File: src/rtl/led_pkg.sv
// Shared types for the multi-channel LED driver.
// Config fields are sized for the widest build; channels slice what they use.
package led_pkg;

    localparam int CHAN_W    = 4;
    localparam int CNT_MAX_W = 32;
    localparam int PWM_MAX_W = 16;

    typedef enum logic [1:0] {
        LED_OFF   = 2'd0,
        LED_ON    = 2'd1,
        LED_BLINK = 2'd2,
        LED_PWM   = 2'd3
    } led_mode_t;

    typedef struct packed {
        led_mode_t              mode;
        logic [CNT_MAX_W-1:0]   period;
        logic [PWM_MAX_W-1:0]   duty;
    } led_cfg_t;

endpackage

File: src/rtl/led_channel.sv
// One LED channel: mode/period/duty registers, blink counter and phase,
// and the registered LED drive.
import led_pkg::*;

module led_channel #(
    parameter int CNT_W = 24,
    parameter int PWM_W = 8
) (
    input  logic             clk,
    input  logic             rst,
    input  logic             load,
    input  led_cfg_t         cfg,
    input  logic [PWM_W-1:0] pwm_cnt,
    output logic             led
);

    led_mode_t        mode_q;
    logic [CNT_W-1:0] period_q;
    logic [PWM_W-1:0] duty_q;
    logic [CNT_W-1:0] cnt_q;
    logic             phase_q;

    logic [CNT_W-1:0] cnt_d;
    logic             phase_d;
    logic             led_d;

    // Upper config bits are zero padding for narrower builds.
    logic unused_cfg;
    assign unused_cfg = ^cfg;

    always_comb begin
        cnt_d   = '0;
        phase_d = phase_q;
        led_d   = 1'b0;
        unique case (mode_q)
            LED_OFF: led_d = 1'b0;
            LED_ON:  led_d = 1'b1;
            LED_BLINK: begin
                led_d = phase_q;
                if (cnt_q == period_q) begin
                    phase_d = ~phase_q;
                end else begin
                    cnt_d = cnt_q + 1'b1;
                end
            end
            LED_PWM: led_d = (pwm_cnt < duty_q);
            default: led_d = 1'b0;
        endcase
    end

    always_ff @(posedge clk or negedge rst) begin
        if (!rst) begin
            mode_q   <= LED_OFF;
            period_q <= '0;
            duty_q   <= '0;
            cnt_q    <= '0;
            phase_q  <= 1'b0;
            led      <= 1'b0;
        end else begin
            led <= led_d;
            if (load) begin
                mode_q   <= cfg.mode;
                period_q <= cfg.period[CNT_W-1:0];
                duty_q   <= cfg.duty[PWM_W-1:0];
                cnt_q    <= '0;
                phase_q  <= 1'b1;
            end else begin
                cnt_q   <= cnt_d;
                phase_q <= phase_d;
            end
        end
    end

endmodule

File: src/rtl/led_array_ctrl.sv
// Multi-channel LED driver: config handshake, channel decode,
// shared PWM frame counter and one led_channel per output.
import led_pkg::*;

module led_array_ctrl #(
    parameter int NUM_LEDS = 4,
    parameter int CNT_W    = 24,
    parameter int PWM_W    = 8
) (
    input  logic                clk,
    input  logic                rst,
    input  logic                cfg_valid,
    output logic                cfg_ready,
    input  logic [CHAN_W-1:0]   cfg_chan,
    input  logic [1:0]          cfg_mode,
    input  logic [CNT_W-1:0]    cfg_period,
    input  logic [PWM_W-1:0]    cfg_duty,
    output logic [NUM_LEDS-1:0] led
);

    logic                accept;
    logic [PWM_W-1:0]    pwm_cnt;
    logic [NUM_LEDS-1:0] load;
    led_cfg_t            cfg;

    assign accept = cfg_valid && cfg_ready;

    // One dead cycle after each accept; out-of-range channels still handshake.
    always_ff @(posedge clk or negedge rst) begin
        if (!rst) begin
            cfg_ready <= 1'b1;
        end else begin
            cfg_ready <= !accept;
        end
    end

    always_ff @(posedge clk or negedge rst) begin
        if (!rst) begin
            pwm_cnt <= '0;
        end else begin
            pwm_cnt <= pwm_cnt + 1'b1;
        end
    end

    always_comb begin
        cfg        = '0;
        cfg.mode   = led_mode_t'(cfg_mode);
        cfg.period = CNT_MAX_W'(cfg_period);
        cfg.duty   = PWM_MAX_W'(cfg_duty);
    end

    always_comb begin
        load = '0;
        for (int i = 0; i < NUM_LEDS; i++) begin
            load[i] = accept && (cfg_chan == CHAN_W'(i));
        end
    end

    for (genvar g = 0; g < NUM_LEDS; g++) begin : g_chan
        led_channel #(
            .CNT_W (CNT_W),
            .PWM_W (PWM_W)
        ) u_chan (
            .clk     (clk),
            .rst     (rst),
            .load    (load[g]),
            .cfg     (cfg),
            .pwm_cnt (pwm_cnt),
            .led     (led[g])
        );
    end

endmodule

File: config.mk
export PLATFORM = sky130hd
export DESIGN_NAME = led_array_ctrl
export DESIGN_NICKNAME = d
export VERILOG_FILES = /design/src/rtl/led_pkg.sv /design/src/rtl/led_channel.sv /design/src/rtl/led_array_ctrl.sv
export SDC_FILE = /design/constraint.sdc
export NUM_CORES = 1
export LEC_CHECK = 0
export ABC_AREA = 1
export CAP_MARGIN = 10
export CORE_MARGIN = 2
export CORE_UTILIZATION = 27
export CTS_CLUSTER_DIAMETER = 80
export DETAILED_ROUTE_END_ITERATION = 12
export GPL_ROUTABILITY_DRIVEN = 0
export GPL_TIMING_DRIVEN = 0
export PLACE_DENSITY = 0.53
export SKIP_CTS_REPAIR_TIMING = 1
export SLEW_MARGIN = 20
export SYNTH_ARGS = -nofsm -noshare
export SYNTH_HDL_FRONTEND = slang
export SYNTH_SLANG_ARGS = --single-unit
File: constraint.sdc
create_clock -name clk -period 1.95 [get_ports clk]
set_clock_uncertainty 0.2 [all_clocks]
set_input_delay 0.39 -clock clk [delete_from_list [all_inputs] [get_ports clk]]
set_output_delay 0.39 -clock clk [all_outputs]
set_load 0.005 [all_outputs]
### Word-level counts from Yosys, hierarchy flattened

Cells that the tools add are included.

| word-level totals | value |
|---|---|
| output and inout port bits | 5 |
| flip-flop bits (word level) | 249 |

| operators by class | value |
|---|---|
| equal/unequal tests | 19 |
| bitwise gates (word level) | 4 |
| add/subtract/negate cells | 5 |
| reductions and logical operators | 23 |
| order comparisons | 4 |
| mux-type cells | 28 |

Operators by type and width:

| cell | number |
|---|---|
| 24-bit two-way mux | 12 |
| 24-bit by 1-bit adder with 24-bit output (second input constant) | 4 |
| 24-bit equality test | 4 |
| 8-bit less-than comparator | 4 |
| 2-bit equality test (second input constant) | 8 |
| 1-bit one-hot mux with 4 select lines | 4 |
| 2-bit nonzero test | 8 |
| 1-bit two-way mux | 12 |
| 8-bit by 1-bit adder with 8-bit output (second input constant) | 1 |
| 2-bit by 1-bit equality test with 1-bit output (second input constant) | 4 |
| 4-bit by 2-bit equality test with 1-bit output (second input constant) | 2 |
| 2-bit logical NOT | 4 |
| 2-bit AND reduction | 4 |
| 1-bit logical AND | 5 |
| 4-bit by 1-bit equality test with 1-bit output (second input constant) | 1 |
| 4-bit logical NOT | 1 |
| 1-bit inverter | 4 |
| 1-bit logical NOT | 1 |

### Logic depth before layout (Yosys ltp)

Gate-level depths: netlist (run 1).

| logic depth | value |
|---|---|
| depth in word-level cells | 4 |
| gate-level depth with buffers | 10 |

### By module

Synthesis (run 1) repeated with hierarchy kept, for this count alone.

| second synthesis, totals | value |
|---|---|
| cells, all modules | 1,808 |
| area, all modules | 13,415.4 um^2 |

By module, submodules not included:

| module | seq. area each (um^2) | times used | cells an instance | area an instance (um^2) |
|---|---|---|---|---|
| led_channel | 1,501.4 | 4 | 440 | 3,251.9 |
| led_array_ctrl | 226.5 | 1 | 48 | 407.9 |

### Least setup slack after synthesis (run 1)

OpenSTA, ideal clock, no wires.

| timing | value |
|---|---|
| path type | reg2reg |
| start point | register g_chan[2].u_chan.cnt_q[0] |
| end point | register g_chan[2].u_chan.cnt_q[22] |
| stages on the path, launching flop included | 10 |
| path slack | 0.245 ns |
| setup time | 0.122 ns |
| buffers on the path | 0 |
| data arrival time | 1.382 ns |
| path through | dfrtp_1 -> ha_1 -> nand3_2 -> nor2_2 -> nand2_2 -> nor2_4 -> nand2_2 -> nor2_1 -> xor2_1 -> nor2_1 |

| on the way | value |
|---|---|
| cells in the longest elaborated chain, start to end | 4 |

RTL lines:

| item | RTL line | source |
|---|---|---|
| start, declared | led_channel.sv:20 | `logic [CNT_W-1:0] cnt_q;` |
| start signal, assigned | led_channel.sv:68 | `cnt_q <= cnt_d;` |
| 24-bit by 1-bit adder with 24-bit output or 24-bit equality test (tied branches) | led_channel.sv:43, led_channel.sv:40 |  |
| 24-bit two-way mux (*) | led_channel.sv:40 | `if (cnt_q == period_q) begin` |
| 24-bit two-way mux (*) | led_channel.sv:35 | `unique case (mode_q)` |
| 24-bit two-way mux (*) | led_channel.sv:61 | `if (load) begin` |

Every way passes the cells marked *; elsewhere a longest branch is shown, timed or not.
A chain may end at the register's enable or synchronous reset.

### Worst setup path after layout (run 1)

| timing | value |
|---|---|
| start point | register g_chan[0].u_chan.cnt_q[0] |
| end point | register g_chan[0].u_chan.cnt_q[16] |

| on the way | value |
|---|---|
| cells in the longest elaborated chain, start to end | 4 |

RTL lines:

| item | RTL line |
|---|---|
| start, declared | led_channel.sv:20 |
| start signal, assigned | led_channel.sv:68 |
| 24-bit by 1-bit adder with 24-bit output or 24-bit equality test (tied branches) | led_channel.sv:43, led_channel.sv:40 |
| 24-bit two-way mux (*) | led_channel.sv:40 |
| 24-bit two-way mux (*) | led_channel.sv:35 |
| 24-bit two-way mux (*) | led_channel.sv:61 |

Marked as above.

==> results.rst, run 1 <==
.. list-table::
   :header-rows: 1

   * - Metric
     - Value
   * - Worst setup EP type
     - flip-flop
   * - Number of CTS-inserted buffers
     - 30
   * - Post-route minimum period
     - 1.845 ns
   * - Avg Synthesized Cell Area
     - 7.510 sq um
   * - Horiz. Die Dim
     - ~230 um
   * - Power density over the cells
     - 912.2 nW/um^2
   * - Total routed wirelength
     - ~36,000 um
   * - CTS tree
     - built
   * - Synth-to-layout area growth
     - 20.59%
   * - Largest stage delay on the critical path
     - around 0.42 ns
   * - Routed len/inst
     - approximately 14 um
   * - Die Height
     - roughly 230 um
   * - Max capacitance violation total
     - 0
   * - Count of synthesis-stage warnings from yosys
     - 0
   * - Count of distinct cell types in the synthesized netlist
     - 31
   * - Number of design-rule violations left by the first detailed-router iteration
     - ~640
   * - FILL cells
     - around 5k
   * - Antenna violations before repair
     - 2
   * - Wire length of the first global-routing pass
     - a little under 60,000 um
   * - Leading register cell type out of synthesis
     - sky130_fd_sc_hd__dfrtp_1
   * - # H-tree levels
     - 1
   * - Via count of the first global-routing pass
     - between 10k and 15k
   * - Post-synthesis register bit count
     - 249
   * - Result of the run
     - complete, no violations
   * - Cell Count, Final, Fillers Out
     - 2,511
   * - HPWL after detailed placement
     - 26,090 um
   * - Total global routing overflow
     - 0
   * - FMAX
     - roughly 0.54 GHz
   * - Placed insts
     - around 2.4k
   * - Count of buffers from port buffering
     - 45
   * - Required time of the worst setup path
     - 2.18 ns
   * - Setup repair after global routing missed its margin
     - yes
   * - Post-synthesis instance area
     - about 13,000 sq um
   * - Global-route usage over all layers
     - 14.54%
   * - Number of max-slew violations in the final report
     - 0
   * - Clock buffer depth
     - 3
   * - Remaining DRCs
     - 0
   * - Clock Root Buffer
     - sky130_fd_sc_hd__clkbuf_16
   * - Tightest Hold Check Type
     - in2async
   * - Worst Setup Slack, final
     - 0.1047 ns
   * - List of cells traversed by the critical path
     - ha_4 > nand2_1 > nor2_4 > nand3_2 > nor2_4 > nand2_4 > inv_1 > nand2_1 > o21ai_0 > nor2_1
   * - Final-report setup violation count
     - 0
   * - Leakage
     - 7.579 nW
   * - Total via count in the routed design
     - 11.14k
   * - Arrival time worst endpoint
     - 2.08 ns
   * - Worst Tran Pin Value
     - approximately 0.52 ns
   * - Slew HR
     - 65.21%
   * - WP buf/inv
     - 1
   * - Core region area
     - 48,650 sq um
   * - Kind of cell with the highest combined delay on the critical path
     - simple AND/OR/NAND/NOR gates
   * - Period utilization
     - 94.63%
   * - Fraction of layout instances using a drive strength above 1
     - 9.910%
   * - Net count of the mapped netlist
     - 1,838
   * - Crit path kind
     - reg2reg
   * - Clock-pin slew on the worst setup and hold paths
     - 0.06 ns
   * - Post-place instance area
     - 14,540 sq um
   * - Final core area utilization
     - 32.84%
   * - Number of nets in the final layout
     - 1,942
   * - Share of synthesized area occupied by flip-flops and latches
     - 47.04%
   * - Detail-routed via count per cell
     - about 4.4
   * - Instance count of the mapped netlist
     - 1,764
   * - Post-route cell area
     - about 16,000 sq um
   * - Async SR Flop Fraction
     - 100.0%
   * - Cell count along the critical path
     - 10
   * - Number of enable-type register cells in the synthesized netlist
     - 0
   * - Slowest cell on the critical path
     - sky130_fd_sc_hd__dfrtp_2
   * - Number of cells on the worst reg-to-reg path
     - 10
   * - Starting density of the core
     - between 20% and 30%
   * - Kind of start point of the critical path
     - flip-flop
   * - Clock net sink count
     - 249
   * - Hold violation total from the final report
     - 0
   * - VDD IR max
     - about 0.73 mV
   * - Largest net degree at the start of global routing
     - 97
   * - Number of nets with antenna violations after detailed routing
     - 0
   * - Worst skew pair latency
     - 0.56 ns
   * - Cell Rows
     - 81
   * - Overall die area
     - 50,850 sq um
   * - Post-Place Worst Slack
     - -0.5905 ns
   * - Number of search-and-repair iterations in the first detailed-routing pass
     - 5
   * - Ports placed on the boundary
     - 46
   * - Worst-path maximum fanout
     - 4
## metal layers
metal / routed length, um / GRT usage (%) / part of all wire [%]
met1: 16960 / 19.58 / 47
met2: 16790 / 24.15 / 46
met3: 1703 / 2.269 / 4.7
met4: 863 / 4.080 / 2.4
met5: 0 / 0 / 0
## cell type report
| type | count | area, sq um | share of cell area (%) |
|---|---|---|---|
| Clock buffer | 39 | 835.8 | 5.232 |
| Timing Repair Buffer | 72 | 713.2 | 4.464 |
| Tap cell | 622 | 778.2 | 4.872 |
| Clock inverter | 12 | 127.6 | 0.7989 |
| Sequential cell | 249 | 6254 | 39.14 |
| Buffer | 42 | 261.5 | 1.637 |
| Antenna cell | 2 | 5.005 | 0.03133 |
| Multi-Input combinational cell | 1200 | 5976 | 37.41 |
| Inverter | 273 | 1025 | 6.414 |
## synth_stat cells, types with 3 or more instances
master                     number  area share [%]
sky130_fd_sc_hd__ha_1          33             3.1
sky130_fd_sc_hd__inv_2          3           0.085
sky130_fd_sc_hd__xor2_1        73             4.8
sky130_fd_sc_hd__inv_1        270             7.7
sky130_fd_sc_hd__a21oi_1       12            0.45
sky130_fd_sc_hd__nand3_2       12            0.91
sky130_fd_sc_hd__nand2_2        7            0.33
sky130_fd_sc_hd__a211oi_1       4            0.23
sky130_fd_sc_hd__xnor2_1       11            0.73
sky130_fd_sc_hd__o21ai_0      154             5.8
sky130_fd_sc_hd__o21ai_1        4            0.15
sky130_fd_sc_hd__nor3_1        19            0.72
sky130_fd_sc_hd__dfrtp_1      248              47
sky130_fd_sc_hd__nor2_1       233             6.6
sky130_fd_sc_hd__nand2_1      549              16
sky130_fd_sc_hd__clkbuf_1      28            0.79
sky130_fd_sc_hd__nand4_1       23             1.1
sky130_fd_sc_hd__nor2_2         9            0.42
sky130_fd_sc_hd__nor2_4         4            0.34
sky130_fd_sc_hd__buf_4         10            0.57
sky130_fd_sc_hd__nand3_1       43             1.6
## power by group
group / internal, mW / total, mW / switching (mW)
Clock: 3.26 / 5.51 / 2.26
Combinational: 1.12 / 2.64 / 1.52
Sequential: 5.87 / 6.42 / 0.543
Total: 10.3 / 14.6 / 4.32
## flip-flops by register name, summed over array words and instances, names as in the netlist
signal and cells:
g_chan.u_chan.duty_q 32, g_chan.u_chan.mode_q 8, pwm_cnt 8, g_chan.u_chan.phase_q 4, cfg_ready 1, g_chan.u_chan.period_q 96, g_chan.u_chan.led 4, g_chan.u_chan.cnt_q 96
## worst reg2reg max path: stages (launching register included)
cell and delay [ns]:
sky130_fd_sc_hd__dfrtp_2 0.42, sky130_fd_sc_hd__ha_4 0.16, sky130_fd_sc_hd__nand2_1 0.09, sky130_fd_sc_hd__nor2_4 0.16, sky130_fd_sc_hd__nand3_2 0.12, sky130_fd_sc_hd__nor2_4 0.16, sky130_fd_sc_hd__nand2_4 0.08, sky130_fd_sc_hd__inv_1 0.08
sky130_fd_sc_hd__nand2_1 0.06, sky130_fd_sc_hd__o21ai_0 0.14, sky130_fd_sc_hd__nor2_1 0.06
## kinds of logic after synthesis
family | share of synthesized area, %
AO/OA/AOI/OAI | 6.696
adder cells (fa/ha/maj) | 3.117
XOR/XNOR | 5.553
flip-flops | 47.04
buffers and inverters | 9.341
AND/OR/NAND/NOR | 28.25
## metrics by stage
stage	setup TNS, ns	hold slack [ns]	total power [mW]
2_1_floorplan	0	-0.1056	8.081
3_3_place_gp	-2804.57	0.2599	8.940
3_5_place_dp	-111.47	0.1707	9.024
4_1_cts	-23.82	-0.4382	14.61
5_1_grt	-0.2038	0.1622	15.47
6_report	0	0.1489	14.57
## cell usage in the layout (no fill, tap or decap), drive strengths merged, types with 23 or more instances in the layout
| master | Yosys | layout |
|---|---|---|
| xor2 | 73 | 73 |
| buf | 12 | 41 |
| nand4 | 23 | 23 |
| ha | 33 | 33 |
| clkdlybuf4s50 | 0 | 39 |
| dfrtp | 248 | 248 |
| nor2 | 246 | 246 |
| nand2 | 557 | 557 |
| o21ai | 158 | 158 |
| clkbuf | 30 | 67 |
| inv | 273 | 273 |
| nand3 | 55 | 55 |
## path summary, 6_finish.rpt
| check | slack, ns | end | from |
|---|---|---|---|
| hold reg to reg | 0.28 | cfg_ready$_DFF_PN1_ | cfg_ready$_DFF_PN1_ |
| min in group clk | 0.16 | cfg_ready$_DFF_PN1_ | cfg_valid |
| setup / recovery | 0.10 | g_chan[0].u_chan.cnt_q[16]$_DFF_PN0_ | g_chan[0].u_chan.cnt_q[0]$_DFF_PN0_ |
| max in group asynchronous | 0.46 | g_chan[2].u_chan.cnt_q[5]$_DFF_PN0_ | rst |
| hold / removal | 0.15 | g_chan[3].u_chan.cnt_q[22]$_DFF_PN0_ | rst |
| setup reg to reg | 0.10 | g_chan[0].u_chan.cnt_q[16]$_DFF_PN0_ | g_chan[0].u_chan.cnt_q[0]$_DFF_PN0_ |
Note: power is estimated with default switching activity, not from simulation.
==> inputs of run 2 (changes only) <==
--- a/config.mk
+++ b/config.mk
@@ -7,7 +7,6 @@
 export LEC_CHECK = 0
 export ABC_AREA = 1
 export CAP_MARGIN = 10
-export CORE_MARGIN = 2
 export CORE_UTILIZATION = 27
 export CTS_CLUSTER_DIAMETER = 80
 export DETAILED_ROUTE_END_ITERATION = 12
==> run 2 against run 1 <==
Count of clock-buffer cells in the layout shrank 2. Die area shrank 1.8%. Non-clock buffer count shrank 1. Wire length is essentially flat. Register-to-register slack is essentially flat. Sequential power grew 0.6%. Power grew 1.6%. Global-route usage grew 0.20 points. First-iteration DRC count grew 32%. Via count grew 0.48%. Critical path depth shrank 8. Highest routed layer unchanged.
==> results.rst, run 2 (same netlist as run 1, synthesis figures left out) <==
.. list-table::
   :header-rows: 1

   * - Metric
     - Value
   * - Result of the run
     - complete, no violations
   * - Worst setup EP type
     - output pin
   * - Cell Count, Final, Fillers Out
     - 2,498 (-0.52%)
   * - Setup TNS Final
     - 0 ns (unchanged)
   * - Busiest layer in global routing
     - met2
   * - Met1 track demand over resource in global routing
     - 20.75% (+1.2 points)
   * - Clock buffer depth
     - 3 (unchanged)
   * - Wire length of the first global-routing pass
     - 58,210 um (about the same)
   * - Number of nets with antenna violations after detailed routing
     - 0 (unchanged)
   * - Worst-path maximum fanout
     - 1 (-3)
   * - Number of design-rule violations left by the first detailed-router iteration
     - 845 (+32%)
   * - Post-place instance area
     - 14,560 sq um (+0.13%)
   * - Remaining DRCs
     - 0 (unchanged)
   * - Post-route cell area
     - 15,990 sq um (about the same)
   * - Worst skew pair latency
     - 0.56 ns (about the same)
   * - Most common cell after layout, fill and taps aside
     - sky130_fd_sc_hd__nand2_1
   * - Total routed wirelength
     - 36,330 um (about the same)
   * - Power density over the cells
     - 925.9 nW/um^2 (+1.5%)
   * - Met3 Usage GRT
     - 1.870% (-0.40 points)
   * - Antenna violations before repair
     - 0 (-2)
   * - Slowest cell on the critical path
     - sky130_fd_sc_hd__dfrtp_1
   * - CTS tree
     - built
   * - Final-report setup violation count
     - 0 (unchanged)
   * - Number of max-slew violations in the final report
     - 0 (unchanged)
   * - Tightest Hold Check Type
     - in2async
   * - Fraction of layout instances using a drive strength above 1
     - 9.665% (-0.24 points)
   * - Largest net degree at the start of global routing
     - 80 (-18%)
   * - Arrival time worst endpoint
     - 1.29 ns (-0.79 ns)
   * - Clock net sink count
     - 249 (unchanged)
   * - Horiz. Die Dim
     - 223.5 um (-0.89%)
   * - Synth-to-layout area growth
     - 20.69% (about the same)
   * - Placed insts
     - 2,427 (-0.25%)
   * - VDD IR max
     - 0.6702 mV (-7.8%)
   * - Slew HR
     - 60.30% (-4.9 points)
   * - Post-route minimum period
     - 1.876 ns (+0.03025 ns)
   * - Largest stage delay on the critical path
     - 0.43 ns (about the same)
   * - Count of buffers from port buffering
     - 45 (unchanged)
   * - Clock Root Buffer
     - sky130_fd_sc_hd__clkbuf_16
   * - Period utilization
     - 96.18% (+1.6 points)
   * - Number of nets in the final layout
     - 1,938 (-0.21%)
   * - HPWL after detailed placement
     - 26,640 um (+2.1%)
   * - Total global routing overflow
     - 0 (unchanged)
   * - Global-route usage over all layers
     - 14.74% (+0.20 points)
   * - Post-Place Worst Slack
     - -0.6665 ns (-0.07592 ns)
   * - Cell Rows
     - 80 (-1.2%)
   * - Detail-routed via count per cell
     - 4.482 (+1.0%)
   * - Worst Setup Slack, final
     - 0.07448 ns (-0.03025 ns)
   * - Max capacitance violation total
     - 0 (unchanged)
   * - Number of CTS-inserted buffers
     - 27 (-10%)
   * - Via count of the first global-routing pass
     - 10.60k (-1.6%)
   * - List of cells traversed by the critical path
     - buf_4 > dlymetal6s2s_1
   * - Crit path kind
     - reg2out
   * - Total via count in the routed design
     - 11.20k (+0.48%)
   * - Core region area
     - 48,050 sq um (-1.2%)
   * - Antenna diodes
     - 0 (-2)
   * - FILL cells
     - 5,085 (-0.70%)
   * - Internal reg-to-reg setup slack
     - 0.10 ns (about the same)
   * - Routed len/inst
     - 14.54 um (+0.55%)
   * - Most frequent cells in the layout
     - sky130_fd_sc_hd__nand2_1 (547), sky130_fd_sc_hd__inv_1 (268), sky130_fd_sc_hd__dfrtp_1 (229)
   * - # H-tree levels
     - 1 (unchanged)
   * - Clock-pin slew on the worst setup and hold paths
     - 0.06 ns (about the same)
   * - Required time of the worst setup path
     - 1.36 ns (-0.82 ns)
   * - Ports placed on the boundary
     - 46 (unchanged)
   * - Registers with the most flip-flops
     - g_chan.u_chan.cnt_q: 96 flops, g_chan.u_chan.period_q: 96 flops, g_chan.u_chan.duty_q: 32 flops
   * - Die Height
     - 223.5 um (-0.89%)
   * - Starting density of the core
     - 27.57% (+0.34 points)
   * - Worst Tran Pin Value
     - 0.5956 ns (+0.07368 ns)
   * - FMAX
     - 0.5332 GHz (-1.6%)
   * - Leakage
     - 7.575 nW (about the same)
   * - Number of search-and-repair iterations in the first detailed-routing pass
     - 7 (+2)
   * - Hold violation total from the final report
     - 0 (unchanged)
   * - Overall die area
     - 49,950 sq um (-1.8%)
   * - Kind of start point of the critical path
     - flip-flop
   * - Met2 track demand over resource in global routing
     - 23.77% (-0.39 points)
   * - Sum of internal, switching and leakage power
     - 14.80 mW (+1.6%)
run 2: cell types whose count changed in the layout (fill, tap and decap cells not counted), sizes merged:
cell,before,now
diode,2,0
clkinv,6,2
buf,41,40
bufinv,2,5
inv,273,275
clkbuf,67,65
clkinvlp,4,2
run 2: routing by layer:
metal | wire length, um | part of all wire, %
met2 | 16700 | 46
met5 | 0 | 0
met1 | 17340 | 48
met4 | 836 | 2.3
met3 | 1456 | 4.0
run 2: final cells by class:
cell class | instances | area, sq um | share of cell area, %
Buffer | 41 | 244.0 | 1.526
Multi-Input combinational cell | 1200 | 5976 | 37.37
Sequential cell | 249 | 6256 | 39.13
Clock inverter | 11 | 192.7 | 1.205
Inverter | 273 | 1025 | 6.409
Timing Repair Buffer | 72 | 733.2 | 4.586
Tap cell | 615 | 769.5 | 4.813
Clock buffer | 37 | 793.3 | 4.961
run 2: worst max-delay path: cells and delay by family, from the launching register on:
| family | cells | cell delay [ns] |
|---|---|---|
| DFF | 1 | 0.43 |
| buffers and inverters | 2 | 0.29 |
run 2: worst paths after layout:
path | startpoint | endpoint | cells past startpoint
max | g_chan[1].u_chan.led$_DFF_PN0_ | led[1] | 2
min | rst | g_chan[3].u_chan.cnt_q[23]$_DFF_PN0_ | 2
max reg2reg | cfg_ready$_DFF_PN1_ | g_chan[1].u_chan.period_q[3]$_DFFE_PN0P_ | 6
min reg2reg | g_chan[3].u_chan.cnt_q[0]$_DFF_PN0_ | g_chan[3].u_chan.cnt_q[0]$_DFF_PN0_ | 1
max in group asynchronous | rst | g_chan[1].u_chan.cnt_q[9]$_DFF_PN0_ | 4
min in group clk | cfg_valid | cfg_ready$_DFF_PN1_ | 2
run 2: report_power, final:
group,switching [mW],internal [mW]
clock network,2.23,3.50
logic,1.50,1.12
registers,0.587,5.87
total,4.32,10.5
run 2: per-stage QoR:
step	util [%]	hold slack, ns
final	33.28	0.1281
after global routing	33.28	0.1713
after CTS	32.35	-0.4523
after detailed placement	30.29	0.1442
after global placement	30.11	0.2569
after floorplan	-	-0.1056
